**src/rtl/or_activity_monitor.sv**
```systemverilog
// rtl/or_activity_monitor.sv - OR-reduction activity monitor with idle timeout
module or_activity_monitor #(
    parameter int N       = 4,
    parameter int TIMEOUT = 8,
    parameter int CNT_W   = 8
) (
    input  logic             clk,
    input  logic             rst_n,
    input  logic             in_valid,
    input  logic [N-1:0]     in_data,
    input  logic             clr,
    output logic             any_q,
    output logic [1:0]       state,
    output logic [CNT_W-1:0] idle_cnt,
    output logic [CNT_W-1:0] active_cnt,
    output logic             timeout
);

    typedef enum logic [1:0] {
        IDLE      = 2'b00,
        ACTIVE    = 2'b01,
        QUIET     = 2'b10,
        TIMED_OUT = 2'b11
    } state_t;

    localparam logic [CNT_W-1:0] TIMEOUT_V = CNT_W'(TIMEOUT);
    localparam logic [CNT_W-1:0] CNT_MAX   = {CNT_W{1'b1}};

    state_t           st;
    logic             sample_nz;
    logic [CNT_W-1:0] idle_next;

    assign sample_nz = |in_data;
    assign idle_next = idle_cnt + 1'b1;
    assign state     = st;

    always_ff @(posedge clk or negedge rst_n) begin
        if (!rst_n) begin
            st         <= IDLE;
            any_q      <= 1'b0;
            idle_cnt   <= '0;
            active_cnt <= '0;
            timeout    <= 1'b0;
        end else if (clr) begin
            st         <= IDLE;
            any_q      <= 1'b0;
            idle_cnt   <= '0;
            active_cnt <= '0;
            timeout    <= 1'b0;
        end else if (in_valid) begin
            any_q <= sample_nz;
            if (sample_nz) begin
                st       <= ACTIVE;
                idle_cnt <= '0;
                if (active_cnt != CNT_MAX)
                    active_cnt <= active_cnt + 1'b1;
            end else if (st != TIMED_OUT) begin
                // idle_cnt stays below TIMEOUT outside TIMED_OUT, so it saturates here
                idle_cnt <= idle_next;
                if (idle_next == TIMEOUT_V) begin
                    st      <= TIMED_OUT;
                    timeout <= 1'b1;
                end else begin
                    st <= QUIET;
                end
            end
        end
    end

endmodule

```
**config.mk**
```make
export PLATFORM = sky130hd
export DESIGN_NAME = or_activity_monitor
export DESIGN_NICKNAME = d
export VERILOG_FILES = /design/src/rtl/or_activity_monitor.sv
export SDC_FILE = /design/constraint.sdc
export NUM_CORES = 1
export LEC_CHECK = 0
export CORE_ASPECT_RATIO = 1.5
export CORE_MARGIN = 1
export CORE_UTILIZATION = 53
export CTS_BUF_LIST = sky130_fd_sc_hd__clkbuf_4
export DETAILED_ROUTE_END_ITERATION = 12
export MAX_ROUTING_LAYER = met4
export PLACE_DENSITY = 0.93
export SETUP_SLACK_MARGIN = 0.2
export SLEW_MARGIN = 20
export SYNTH_ARGS = -nofsm -noshare
export SYNTH_HDL_FRONTEND = slang
export SYNTH_SLANG_ARGS = --single-unit
```
**constraint.sdc**
```tcl
create_clock -name clk -period 3.82 [get_ports clk]
set_input_delay 0.955 -clock clk [delete_from_list [all_inputs] [get_ports clk]]
set_output_delay 0.955 -clock clk [all_outputs]
set_load 0.005 [all_outputs]
```
==> results of run 1 <==
[path summary, 6_finish.rpt]
path                                   from       endpoint  cells after the start
max in group asynchronous             rst_n       state[1]                      1
worst max-delay path             in_data[1]    idle_cnt[0]                      5
min in group asynchronous             rst_n  active_cnt[7]                      1
worst min-delay path                timeout        timeout                      2
worst min register to register      timeout        timeout                      2
worst max register to register  idle_cnt[1]    idle_cnt[7]                      4
[registers in the layout, summed over array words and instances (netlist names)]
signal	cells
active_cnt	8
any_q	1
idle_cnt	8
state	2
timeout	1
[Yosys cell counts, drive strengths merged, types with 2 or more instances]
cell type,n,area (um2)
dfrtp,20,500
nand2,10,40.0
a21oi,8,40.0
nand3,8,45.0
nor2,6,22.5
or4,6,45.0
o21ai,5,25.0
a22o,3,26.3
nor3,3,15.0
o31ai,3,22.5
xor2,3,26.3
a21o,2,15.0
buf,2,8.75
clkbuf,2,7.51
ha,2,25.0
o2111ai,2,17.5
or3,2,13.8
[layout make-up]
cell class | instances | area [um2] | area share (%)
sequential | 20 | 500 | 36.1
clock buffer | 3 | 22.5 | 1.62
timing repair buffer | 27 | 270 | 19.5
multi-input combinational | 82 | 556 | 40.1
tap | 21 | 26.3 | 1.90
clock inverter | 1 | 3.75 | 0.271
inverter | 2 | 7.51 | 0.542
[per-stage QoR]
step,setup slack [ns],total power (uW)
6_report,1.20,366
5_1_grt,1.04,379
4_1_cts,1.24,367
3_5_place_dp,0.908,264
3_3_place_gp,0.973,263
2_1_floorplan,1.56,241
[per-layer routing]
| layer | routed length [um] | vias up |
|---|---|---|
| met2 | 1280 | 54 |
| met3 | 170 | 9 |
| met4 | 63 | 0 |
| li1 | - | 476 |
| met1 | 930 | 480 |
| met5 | 0 | - |
[cells by family (layout without fill, tap and decap cells)]
group | after synthesis | after routing
compound gates | 31 | 31
xor+xnor | 4 | 4
fa+ha+maj | 2 | 2
buf+inv | 6 | 33
flops | 20 | 20
mux | 2 | 2
simple gates | 43 | 43
[critical path: cells and delay by family]
kind	cells	cell delay (ns)
AO/OA/AOI/OAI	1	0.48
buffers and inverters	1	0.44
multiplexers	1	0.26
AND/OR/NAND/NOR	2	0.73
[power groups by stage]
stage	clock network (uW)	registers, uW	logic, uW
5_1_grt	114	221	44.3
3_3_place_gp	0	224	39.1
6_report	106	221	39.6
4_1_cts	106	221	40.0
2_1_floorplan	0	224	16.5
3_5_place_dp	0	225	39.7
==> impl_metrics.yaml, run 1 <==
run_status:
  status: "complete, no violations"
place:
  hpwl_um: 1860
  placed_area_um2: 1360
  numPortBuffers: 27
  dp.cells: 152
  routabilityCongestion: 0.861
clocking:
  root_buffer: "clkbuf_4"
  cts.hold.buffers_added: 0
  cts_resized: 0
  post_cts_buffers: 0
  numCtsBuffers: 3
  cts_tree: "yes"
  clk_pin_slew_worst_paths_ns: 0.11
  htree_levels: 1
  cts_buffer_depth: 2
  clock-sinks: 20
  clock_latency_ns: 0.32
synth:
  mappedNetlistArea_um2: 1080
  synthArstFlopShare_pct: 100
  synth_nets: 118
  ys_seq_area_share_pct: 46.3
  synth_cell_type_count: 42
  postSynthCellCount: 108
  synth.ff_latch_count: 20
  synthAdderAreaFrac_pct: 2.32
  avgSynthCellArea_um2: 10.0
  synth_top_family_by_area: "simple AND/OR/NAND/NOR gates"
  synth_xor_area_share_pct: 3.24
  muxShareOfSynthArea_pct: 1.97
  synth-compound-area-share_pct: 19.2
  synth_edf_count: 0
  yosys_warnings: 0
  synth-main-ff-cell: "dfrtp_1"
  synth-simple-area-share_pct: 24.7
worst_setup_path:
  critPathCaptureType: "register"
  cpPeakStageDelay_ns: 0.58
  arrival_ns: 2.88
  cp_slowest_cell: "nor4_2"
  worst-path-max-fanout: 7
  cp.required_ns: 4.08
  critPathLaunchType: "primary input"
  crit_type: "primary input to register"
  reg2reg_slack_ns: 1.93
  path_cells: "clkdlybuf4s50_1, nor4_2, nand3_1, a21oi_1, mux2_2"
final_layout:
  layout_commonest_cell: "clkdlybuf4s50_1"
  layout_common_cells: "27 x clkdlybuf4s50_1, 20 x dfrtp_1, 9 x nand2_1"
  fill_cells: 142
  areaGrowthSynthToFinish_pct: 28.4
  nNetsFinal: 146
  stdcell_count: 156
  utilization_pct: 73.8
  postLayoutCellArea_um2: 1390
  drive_above_1_share_pct: 7.41
  diodes: 0
power:
  peakVddDrop_uv: 274
  seqPwrFrac_pct: 60.3
  p_comb_share_pct: 10.8
  leakagePower_uw: 0.000566
  p_switching_uw: 92.8
  power.share.clock_pct: 28.8
  cellPowerDensity_nw_per_um2: 264
  intPower_uw: 273
  netSwitchingFraction_pct: 25.4
routing:
  wl_um: 2450
  vias: 1019
  firstDrtPassIters: 4
  drt_iter0_drc: 26
  vias_per_cell: 6.53
  ant_nets: 0
  drc: 0
  wl_per_cell_um: 15.7
global_route:
  grt_pass1_wl_um: 4050
  grt_busiest_layer: "met2"
  grt_usage_pct: 26.5
  antenna_found_initial: 0
  grt_max_degree: 21
  grtUsageMet3_pct: 3.50
  grt.overflow.total: 0
  use_met1_pct: 29.3
  grtUsageMet2_pct: 44.3
  grt_pass1_vias: 965
sta:
  finalCriticalPeriod_ns: 2.62
  whs_ns: 0.534
  clock_skew_ns: 0.00230
  slew_violations: 0
  fmax_mhz: 382
  grt_setup_unrepaired: "no"
  setup_viol: 0
  slew_headroom_pct: 40.9
  post-route-period-util_pct: 68.5
  hold_viol: 0
  final.setup.tns_ns: 0
  tightest_slew_ns: 0.883
floorplanning:
  die_w_um: 38.9
  die_y_um: 57.3
  start_util_pct: 57.5
  die_area_um2: 2230
  num_rows: 19
  core_area_um2: 1880
  ioPinCount: 28
run:
  maxCapViolations: 0
min_path:
  min_path_type: "register to register"
(Power assumes the default switching activity.)
==> run 2, diff against run 1 <==
--- a/config.mk
+++ b/config.mk
@@ -7,11 +7,11 @@
 export LEC_CHECK = 0
 export CORE_ASPECT_RATIO = 1.5
 export CORE_MARGIN = 1
-export CORE_UTILIZATION = 53
+export CORE_UTILIZATION = 45
 export CTS_BUF_LIST = sky130_fd_sc_hd__clkbuf_4
 export DETAILED_ROUTE_END_ITERATION = 12
 export MAX_ROUTING_LAYER = met4
-export PLACE_DENSITY = 0.93
+export PLACE_DENSITY = 0.85
 export SETUP_SLACK_MARGIN = 0.2
 export SLEW_MARGIN = 20
 export SYNTH_ARGS = -nofsm -noshare
==> constraint.sdc (replaced) <==
create_clock -name clk -period 2.2 [get_ports clk]
set_input_delay 0.55 -clock clk [delete_from_list [all_inputs] [get_ports clk]]
set_output_delay 0.55 -clock clk [all_outputs]
set_load 0.005 [all_outputs]
==> run 2 against run 1 <==
  * Critical path depth increased by 1
  * Clock skew grew 0.0047 ns
  * Setup slack worse by 0.93 ns
  * First-iteration DRC count decreased by 7.7%
  * Sequential power rose by 73%
  * Flip-flop and latch count did not move
  * Routed wire length is 3.9% higher
  * Global-route usage is 5.7 points lower
  * Critical endpoint is now active_cnt[0]
==> impl_metrics.yaml, run 2 (synthesis gave the netlist of run 1 again) <==
sta:
  hold_viol: 0
  setup_viol: 0
  post-route-period-util_pct: 87.7
  slew_violations: 0
  slew_headroom_pct: 73.7
  whs_ns: 0.550
  clock_skew_ns: 0.00701
  grt_setup_unrepaired: "no"
  fmax_mhz: 518
  finalCriticalPeriod_ns: 1.93
  tightest_slew_ns: 0.394
clocking:
  post_cts_buffers: 0
  htree_levels: 1
  cts_buffer_depth: 2
  numCtsBuffers: 3
  clock-sinks: 20
  cts_tree: "yes"
  clock_latency_ns: 0.31
  root_buffer: "clkbuf_4"
  clk_pin_slew_worst_paths_ns: 0.12
final_layout:
  drive_above_1_share_pct: 15.8
  layout_commonest_cell: "clkdlybuf4s50_1"
  utilization_pct: 65.8
  layout_common_cells: "24 x clkdlybuf4s50_1, 20 x dfrtp_1, 11 x buf_4"
  areaGrowthSynthToFinish_pct: 37.7
  nNetsFinal: 157
  diodes: 0
global_route:
  grt.overflow.total: 0
  grt_pass1_vias: 931
  grt_pass1_wl_um: 3970
  antenna_found_initial: 0
  grt_usage_pct: 20.8
  grt_max_degree: 21
routing:
  drt_iter0_drc: 24
  drc: 0
  vias: 1001
  ant_nets: 0
  firstDrtPassIters: 4
  wl_um: 2540
  vias_per_cell: 5.92
  wl_per_cell_um: 15.0
floorplanning:
  die_y_um: 62.0
  ioPinCount: 28
  die_w_um: 42.0
  start_util_pct: 47.8
  die_area_um2: 2600
  core_area_um2: 2260
  num_rows: 21
worst_setup_path:
  worst-path-max-fanout: 10
  arrival_ns: 2.13
  critPathCaptureType: "register"
  reg2reg_depth: 4
  cp.required_ns: 2.40
  r2r_end: "idle_cnt[7]"
  critPathLaunchType: "primary input"
  reg2reg_slack_ns: 0.32
  r2r_start: "idle_cnt[2]"
  crit_type: "primary input to register"
place:
  hpwl_um: 1900
  routabilityCongestion: 0.855
  numPortBuffers: 27
run_status:
  status: "complete, no violations"
min_path:
  min_path_cells: 2
  hold-path-endpoint: "timeout"
  min_path_type: "register to register"
  hold_start: "timeout"
power:
  leakagePower_uw: 0.000652
  intPower_uw: 485
  p_switching_uw: 164
  power.share.clock_pct: 28.2
  seqPwrFrac_pct: 59.0
  p_comb_share_pct: 12.8
  netSwitchingFraction_pct: 25.2
  cellPowerDensity_nw_per_um2: 436
  peakVddDrop_uv: 201
run:
  maxCapViolations: 0
## run 2: how the worst max path moves through the flow
stage	startpoint	end	slack, ns	depth (start not counted)
finish	in_data[1]	active_cnt[0]	0.27	6
global route	in_data[1]	idle_cnt[3]	0.23	8
CTS	in_data[1]	idle_cnt[7]	0.22	4
detailed placement	in_data[1]	idle_cnt[7]	-0.19	4
global placement	in_data[1]	idle_cnt[7]	-0.13	4
floorplan	in_data[1]	idle_cnt[7]	0.35	3
## run 2: what timing repair did
| item | in CTS | in global routing |
|---|---|---|
| gates resized for setup | 2 | 3 |
| hold buffers | 0 | 0 |
| pin swaps | 1 | 2 |
| setup endpoints to repair | 3 | 1 |
## run 2: layer usage
layer	up-vias	share of wire, %	track usage, %
li1	495	-	-
met1	468	41	23.0
met2	33	51	36.2
met3	5	5.9	2.89
met4	0	1.7	12.4
met5	-	0	-
## run 2: stage by stage
step,area [um2],power (uW),cells,setup slack [ns],TNS [ns]
final,1490,649,169,0.270,0
after global routing,1490,679,169,0.229,0
after CTS,1480,656,169,0.224,0
after detailed placement,1450,474,165,-0.188,-0.871
after global placement,1450,471,165,-0.129,-0.391
after floorplan,1080,418,108,0.350,0
## run 2: final cells by class
cell class / instances / area [um2]
tap: 23 / 28.8
sequential: 20 / 500
multi-input combinational: 82 / 563
inverter: 2 / 7.51
timing repair buffer: 38 / 360
clock buffer: 3 / 22.5
fill: 196 / 773
clock inverter: 1 / 3.75
## run 2: critical path: stages
cell and delay (ns):
clkdlybuf4s50_1 0.45, o41ai_1 0.44, o21bai_2 0.29, buf_4 0.19, xor2_1 0.14, nor2_1 0.07
## run 2: power by group through the flow
| stage | logic, uW | clock network, uW | registers [uW] |
|---|---|---|---|
| final | 83.2 | 183 | 383 |
| after global routing | 92.2 | 203 | 384 |
| after CTS | 85.1 | 189 | 382 |
| after detailed placement | 83.9 | 0 | 390 |
| after global placement | 81.1 | 0 | 389 |
| after floorplan | 28.7 | 0 | 389 |
==> run 3, diff against run 2 <==
--- a/config.mk
+++ b/config.mk
@@ -9,6 +9,7 @@
 export CORE_MARGIN = 1
 export CORE_UTILIZATION = 45
 export CTS_BUF_LIST = sky130_fd_sc_hd__clkbuf_4
+export CTS_CLUSTER_DIAMETER = 40
 export DETAILED_ROUTE_END_ITERATION = 12
 export MAX_ROUTING_LAYER = met4
 export PLACE_DENSITY = 0.85
==> results of run 3 <==
Final layout, timing and power as in run 2 (identical DEF).
